`config.mk`:
```
export PLATFORM = sky130hd
export DESIGN_NAME = alu_z_unit
export DESIGN_NICKNAME = d
export VERILOG_FILES = /design/src/rtl/alu_pkg.sv /design/src/rtl/mul_div_seq.sv /design/src/rtl/alu_z_unit.sv
export SDC_FILE = /design/constraint.sdc
export NUM_CORES = 2
export LEC_CHECK = 0
export CORE_UTILIZATION = 35
export CTS_CLUSTER_DIAMETER = 60
export DETAILED_ROUTE_END_ITERATION = 8
export GPL_TIMING_DRIVEN = 0
export SYNTH_ARGS = -nofsm -noshare
export SYNTH_HDL_FRONTEND = slang
export SYNTH_HIERARCHICAL = 1
export SYNTH_SLANG_ARGS = --single-unit
```
`constraint.sdc`:
```
create_clock -name clock -period 9.15 [get_ports clock]
set_input_delay 1.3725 -clock clock [delete_from_list [all_inputs] [get_ports clock]]
set_output_delay 1.3725 -clock clock [all_outputs]
set_load 0.005 [all_outputs]
```
`src/rtl/alu_pkg.sv`:
```
// Shared definitions for the Z-register ALU slice.
// Holds the operand width, the MUL/DIV iteration count, the opcode map, the
// control FSM state encoding, and the 32-bit NOT unit used by the ALU mux.
package alu_pkg;

  localparam int unsigned WIDTH = 32;
  localparam int unsigned ITER  = 32;
  localparam int unsigned CNT_W = 6;

  localparam logic [3:0] OP_ADD  = 4'd0;
  localparam logic [3:0] OP_SUB  = 4'd1;
  localparam logic [3:0] OP_AND  = 4'd2;
  localparam logic [3:0] OP_OR   = 4'd3;
  localparam logic [3:0] OP_SHR  = 4'd4;
  localparam logic [3:0] OP_SHRA = 4'd5;
  localparam logic [3:0] OP_SHL  = 4'd6;
  localparam logic [3:0] OP_ROR  = 4'd7;
  localparam logic [3:0] OP_ROL  = 4'd8;
  localparam logic [3:0] OP_MUL  = 4'd9;
  localparam logic [3:0] OP_DIV  = 4'd10;
  localparam logic [3:0] OP_NEG  = 4'd11;
  localparam logic [3:0] OP_NOT  = 4'd12;

  typedef enum logic [1:0] {
    ST_IDLE = 2'd0,
    ST_MUL  = 2'd1,
    ST_DIV  = 2'd2,
    ST_FIN  = 2'd3
  } state_t;

  // Bitwise complement unit of the datapath.
  function automatic logic [WIDTH-1:0] not_32(input logic [WIDTH-1:0] x);
    return ~x;
  endfunction

endpackage

```
`src/rtl/mul_div_seq.sv`:
```
// Iterative signed multiply (radix-2 Booth) / divide (restoring) datapath.
// Ports:
//   clock, clear        rising-edge clock, async active-high reset
//   start_mul/start_div latch operands and clear the step counter
//   a, b                operands (multiplier/multiplicand, dividend/divisor)
//   step                perform one iteration
//   hi, lo              result: product {hi,lo}, or remainder/quotient
//   last                all ITER iterations done
module mul_div_seq #(
  parameter int unsigned WIDTH = 32,
  parameter int unsigned ITER  = 32
) (
  input  logic             clock,
  input  logic             clear,
  input  logic             start_mul,
  input  logic             start_div,
  input  logic [WIDTH-1:0] a,
  input  logic [WIDTH-1:0] b,
  input  logic             step,
  output logic [WIDTH-1:0] hi,
  output logic [WIDTH-1:0] lo,
  output logic             last
);
  import alu_pkg::*;

  // acc: Booth accumulator (one guard bit so the most negative multiplicand
  // cannot overflow) or restoring-division partial remainder.
  logic [WIDTH:0]   acc;
  logic [WIDTH-1:0] q;       // multiplier / dividend magnitude -> quotient
  logic [WIDTH-1:0] m;       // multiplicand / divisor magnitude
  logic [WIDTH-1:0] a_raw;   // original dividend, returned on divide-by-zero
  logic             q_m1;
  logic             is_div;
  logic             neg_q;
  logic             neg_r;
  logic             b_zero;
  logic [CNT_W-1:0] cnt;

  logic [WIDTH:0]   booth_c;
  logic [WIDTH:0]   rem_sh_c;
  logic [WIDTH:0]   diff_c;
  logic [WIDTH-1:0] a_mag_c;
  logic [WIDTH-1:0] b_mag_c;

  // Per-iteration arithmetic for both algorithms.
  always_comb begin
    booth_c  = acc;
    case ({q[0], q_m1})
      2'b01:   booth_c = acc + {m[WIDTH-1], m};
      2'b10:   booth_c = acc - {m[WIDTH-1], m};
      default: booth_c = acc;
    endcase
    rem_sh_c = {acc[WIDTH-1:0], q[WIDTH-1]};
    diff_c   = rem_sh_c - {1'b0, m};
    a_mag_c  = a[WIDTH-1] ? ('0 - a) : a;
    b_mag_c  = b[WIDTH-1] ? ('0 - b) : b;
  end

  // Operand latch and iteration registers.
  always_ff @(posedge clock or posedge clear) begin
    if (clear) begin
      acc    <= '0;
      q      <= '0;
      m      <= '0;
      a_raw  <= '0;
      q_m1   <= 1'b0;
      is_div <= 1'b0;
      neg_q  <= 1'b0;
      neg_r  <= 1'b0;
      b_zero <= 1'b0;
      cnt    <= '0;
    end else if (start_mul) begin
      acc    <= '0;
      q      <= a;
      m      <= b;
      q_m1   <= 1'b0;
      is_div <= 1'b0;
      cnt    <= '0;
    end else if (start_div) begin
      acc    <= '0;
      q      <= a_mag_c;
      m      <= b_mag_c;
      a_raw  <= a;
      q_m1   <= 1'b0;
      is_div <= 1'b1;
      neg_q  <= a[WIDTH-1] ^ b[WIDTH-1];
      neg_r  <= a[WIDTH-1];
      b_zero <= (b == '0);
      cnt    <= '0;
    end else if (step) begin
      cnt <= cnt + CNT_W'(1);
      if (is_div) begin
        // Keep the trial subtraction only when it did not go negative.
        if (!diff_c[WIDTH]) begin
          acc <= diff_c;
          q   <= {q[WIDTH-2:0], 1'b1};
        end else begin
          acc <= rem_sh_c;
          q   <= {q[WIDTH-2:0], 1'b0};
        end
      end else begin
        // Arithmetic right shift of {acc, q, q_m1}.
        acc  <= {booth_c[WIDTH], booth_c[WIDTH:1]};
        q    <= {booth_c[0], q[WIDTH-1:1]};
        q_m1 <= q[0];
      end
    end
  end

  assign last = (cnt == CNT_W'(ITER));

  // Result selection with sign fix-up for division.
  always_comb begin
    hi = acc[WIDTH-1:0];
    lo = q;
    if (is_div) begin
      if (b_zero) begin
        hi = a_raw;
        lo = '1;
      end else begin
        hi = neg_r ? ('0 - acc[WIDTH-1:0]) : acc[WIDTH-1:0];
        lo = neg_q ? ('0 - q) : q;
      end
    end
  end

endmodule

```
`src/rtl/alu_z_unit.sv`:
```
// Sequential ALU wrapper driving the 64-bit Z register pair.
// Ports:
//   clock, clear   rising-edge clock, async active-high reset
//   start, op      launch request and opcode (sampled in IDLE only)
//   A, B           operand A (Y register), operand B (bus)
//   busy           MUL/DIV in flight
//   done           one-cycle pulse when z_hi/z_lo update
//   z_hi, z_lo     result words (DIV: remainder / quotient)
module alu_z_unit #(
  parameter int unsigned WIDTH = 32,
  parameter int unsigned ITER  = 32
) (
  input  logic             clock,
  input  logic             clear,
  input  logic             start,
  input  logic [3:0]       op,
  input  logic [WIDTH-1:0] A,
  input  logic [WIDTH-1:0] B,
  output logic             busy,
  output logic             done,
  output logic [WIDTH-1:0] z_hi,
  output logic [WIDTH-1:0] z_lo
);
  import alu_pkg::*;

  localparam int unsigned SH_W = $clog2(WIDTH);

  state_t             state;
  logic [WIDTH-1:0]   alu_c;
  logic [2*WIDTH-1:0] rot_c;
  logic [SH_W-1:0]    sh;
  logic [WIDTH-1:0]   seq_hi;
  logic [WIDTH-1:0]   seq_lo;
  logic               seq_last;
  logic               start_mul_c;
  logic               start_div_c;
  logic               step_c;

  assign sh = B[SH_W-1:0];

  // Single-cycle units; undefined opcodes produce zero.
  always_comb begin
    alu_c = '0;
    rot_c = '0;
    case (op)
      OP_ADD:  alu_c = A + B;
      OP_SUB:  alu_c = A - B;
      OP_AND:  alu_c = A & B;
      OP_OR:   alu_c = A | B;
      OP_SHR:  alu_c = A >> sh;
      OP_SHRA: alu_c = WIDTH'($signed(A) >>> sh);
      OP_SHL:  alu_c = A << sh;
      OP_ROR: begin
        rot_c = {A, A} >> sh;
        alu_c = rot_c[WIDTH-1:0];
      end
      OP_ROL: begin
        rot_c = {A, A} << sh;
        alu_c = rot_c[2*WIDTH-1:WIDTH];
      end
      OP_NEG:  alu_c = '0 - B;
      OP_NOT:  alu_c = not_32(B);
      default: alu_c = '0;
    endcase
  end

  assign start_mul_c = (state == ST_IDLE) && start && (op == OP_MUL);
  assign start_div_c = (state == ST_IDLE) && start && (op == OP_DIV);
  assign step_c      = ((state == ST_MUL) || (state == ST_DIV)) && !seq_last;

  mul_div_seq #(
    .WIDTH (WIDTH),
    .ITER  (ITER)
  ) u_mul_div_seq (
    .clock     (clock),
    .clear     (clear),
    .start_mul (start_mul_c),
    .start_div (start_div_c),
    .a         (A),
    .b         (B),
    .step      (step_c),
    .hi        (seq_hi),
    .lo        (seq_lo),
    .last      (seq_last)
  );

  // Control FSM, handshake and Z registers.
  always_ff @(posedge clock or posedge clear) begin
    if (clear) begin
      state <= ST_IDLE;
      busy  <= 1'b0;
      done  <= 1'b0;
      z_hi  <= '0;
      z_lo  <= '0;
    end else begin
      done <= 1'b0;
      case (state)
        ST_IDLE: begin
          if (start) begin
            if (op == OP_MUL) begin
              state <= ST_MUL;
              busy  <= 1'b1;
            end else if (op == OP_DIV) begin
              state <= ST_DIV;
              busy  <= 1'b1;
            end else begin
              z_hi <= '0;
              z_lo <= alu_c;
              done <= 1'b1;
            end
          end
        end
        ST_MUL, ST_DIV: begin
          if (seq_last) state <= ST_FIN;
        end
        ST_FIN: begin
          z_hi  <= seq_hi;
          z_lo  <= seq_lo;
          done  <= 1'b1;
          busy  <= 1'b0;
          state <= ST_IDLE;
        end
        default: state <= ST_IDLE;
      endcase
    end
  end

endmodule
```
==> reports/results.tsv <==
stage	metric	value	unit
cts	number of buffers created by CTS	36	
global_route	initial antenna violation count	12	
die	row count	103	
drt	routed wire length	171.2	mm
timing	worst clock skew	37.49	ps
global_route	first-pass GRT wire length	237.3	mm
die	Core Box Area	78870	um^2
drt	WL/cell	34.26	um
die	Die Ht	284.2	um
cts	CTS HTree Levels	2	
setup_path	worst-path fanout max	11	
cts	clk_lat worst skew	580	ps
cts	post-CTS sizing	0	
cts	TritonCTS clock tree	built	
synthesis	share of the synthesized area in the top cell type	0.1859	
synthesis	synth top area cells	dfrtp_1 (19%), ha_1 (8.0%), a21oi_1 (6.5%)	
final_layout	Nets	4171	
timing	final setup violating endpoints	0	
synthesis	Post-synth top flop	dfrtp_1	
setup_path	Critical path buffers and inverters	6	
drt	drt drc	0	
power	peak supply drop	179.9	uV
setup_path	max incr delay on CP	1030	ps
hold_path	Min-Delay Path Class	reg2reg	
power	Seq pwr share	0.170	
setup_path	Top delay family on crit path	buffers and inverters	
final_layout	area of the multi-input gates	20990	um^2
power	Power Density	376.4	nW/um^2
die	full die area	80760	um^2
setup_path	CP endpoint kind	register	
power	LEAKAGE	13.12	nW
drt	Vias/cell	6.636	
synthesis	Yosys cell types	95	
timing	final hold viol count	0	
placed_design	worst slack at placement	886.0	ps
placed_design	DP Area	30650	um^2
drt	Iteration-0 DRC Markers	4797	
power	cell internal pwr	5.231	mW
synthesis	post-synthesis sequential area ratio	0.1859	
timing	unrepaired setup endpoints after global routing	no	
power	P_sw	6.750	mW
timing	Slew HR	-0.1068	
synthesis	syn avg cell area	7.457	um^2
power	combinational share of power	0.715	
synthesis	largest area contributor in the netlist	dfrtp_1	
status	outcome	finished, violations left	
setup_path	Worst Path Arrival	8010	ps
setup_path	CP cell instances	clkdlybuf4s50_1 -> buf_2 -> clkinv_1 -> buf_1 -> buf_1 -> clkbuf_1 -> ha_1 -> o211ai_1 -> a21o_1 -> a21oi_1 -> o41ai_2 -> a311oi_1 -> mux2i_1 -> a2111oi_0 -> a21oi_1	
global_route	pin count of the biggest net entering global routing	75	
placed_design	post-DP HPWL	133.3	mm
final_layout	Filler Cell Count	8417	
setup_path	Setup Crit Path Kind	in2reg	
timing	Tmin final	7587	ps
job	# Max-Cap Violations	8	
power	Switching Fraction	0.5634	
power	clock share of power	0.115	
status	failing checks	max-capacitance violations, max-slew violations	
synthesis	Synthesis Warnings	6	
timing	Setup TNS	0	ps
cts	total clock sinks	207	
drt	via count	33168	
timing	Final Max Slew Viols	121	
timing	worst setup margin	1563	ps
die	Die X	284.2	um
setup_path	CP max stage cell	a311oi_1	
timing	final worst-path cycle share	0.8292	
synthesis	asr flop ratio synth	1.000	
final_layout	Area Overhead vs Synth	14.21	%
synthesis	commonest cells in the netlist	nand2_1 (450), a21oi_1 (360), nor2_1 (331)	
final_layout	share of cells above drive strength 1	0.07099	
synthesis	syn nets	3991	
cts	root buf cell	clkbuf_16	
synthesis	number of enable flip-flop cells after synthesis	0	
cts	Clock transition at path regs	50	ps
synthesis	synthesized cell area	27870	um^2
final_layout	Design Area, Final	31830	um^2
global_route	grt ovf	0	
final_layout	register area	5180	um^2
global_route	vias in the first global route	30756	
placed_design	port bufs	136	
setup_path	critical path required time	9570	ps
die	initial core utilization	0.3533	
cts	CTS Hold Bufs	0	
timing	hold_ws	464.4	ps
drt	router iterations before antenna repair	8	
setup_path	type of origin of the critical path	primary input	
drt	antenna-violating nets left	0	
synthesis	Mapped Cells	3737	
global_route	Total GRT Usage	0.4092	
timing	Worst Tran Pin Value	1655	ps
synthesis	top-count cell post-synth	nand2_1	
cts	setup repair bufs after CTS	0	
cts	Bufs on Longest Clock Path	3	
die	IO Pins	137	
timing	top achievable clock speed	131.8	MHz
placed_design	routability cong.	1.113	
power	Tot Pwr	11.98	mW
synthesis	Seq cells post-synth	207	
-- metal layers --
layer	GRT usage	vias up	share of wire
li1	-	14181	-
met2	0.6129	2331	0.42
met3	0.1081	615	0.12
met4	0.2772	10	0.085
met5	0	-	0.00044
met1	0.5128	16031	0.38
-- path summary, 6_finish.rpt --
kind	slack (ps)	endpoint	startpoint	cells after the start
worst min-delay path	460	z_hi[2]	z_hi[2]	2
max in group asynchronous	6850	u_mul_div_seq/m[21]	clear	3
worst min register to register	460	z_hi[2]	z_hi[2]	2
worst max-delay path	1560	z_lo[27]	B[2]	15
min in group asynchronous	1290	busy	clear	2
worst max register to register	2460	u_mul_div_seq/acc[20]	u_mul_div_seq/q[31]	21
-- worst register-to-register path: cells and delay by family, from the launching register on --
| kind | cells | cell delay [ps] |
|---|---|---|
| fa+ha+maj | 3 | 970 |
| mux | 1 | 250 |
| buf+inv | 4 | 1460 |
| flops | 1 | 500 |
| simple gates | 3 | 330 |
| compound gates | 10 | 3010 |
-- power by group through the flow --
stage / Combinational, mW / Clock, mW / Sequential, mW
floorplan: 5.51 / 0 / 1.71
global placement: 8.23 / 0 / 2.00
detailed placement: 8.24 / 0 / 2.00
CTS: 8.28 / 1.39 / 1.99
global route: 9.15 / 1.42 / 2.05
finish: 8.57 / 1.38 / 2.03
-- placed cells by master (no fill, tap or decap), types with 96 or more instances in the layout --
cell and instances:
clkdlybuf4s50_1 129, xnor2_1 114, nor3_1 96, inv_1 171, o21ai_0 292, nor2_1 331, a21oi_1 360, clkbuf_1 180
ha_1 179, dfrtp_1 207, nand2_1 450
-- kinds of logic after synthesis --
logic type      synth area share
xor+xnor                 0.05877
buf+inv                  0.06115
simple gates              0.2107
flops                     0.1859
mux                       0.1135
fa+ha+maj                0.08324
compound gates            0.2869
-- stage by stage --
step / util / std cells
5_1_grt: 0.4034 / 4995
2_1_floorplan: - / 3737
3_3_place_gp: 0.3873 / 4923
4_1_cts: 0.4036 / 4993
3_5_place_dp: 0.3886 / 4928
6_report: 0.4035 / 4998
-- flip-flops by register name, indices dropped and copies added, names as in the netlist --
register and flops:
u_mul_div_seq/acc 33, u_mul_div_seq/a_raw 32, u_mul_div_seq/m 32, u_mul_div_seq/q 32, z_hi 32, z_lo 32, u_mul_div_seq/cnt 6, state 2
busy 1, done 1, u_mul_div_seq/b_zero 1, u_mul_div_seq/is_div 1, u_mul_div_seq/neg_q 1, u_mul_div_seq/q_m1 1
-- cell type report --
class | count | area share
Multi-Input combinational cell | 3101 | 0.6596
Buffer | 253 | 0.03279
Clock buffer | 41 | 0.02984
Clock inverter | 24 | 0.007469
Inverter | 176 | 0.02099
Timing Repair Buffer | 142 | 0.04493
Sequential cell | 207 | 0.1628
Tap cell | 1050 | 0.04128
Antenna cell | 4 | 0.0003145
Note: power is estimated with default switching activity, not from simulation.
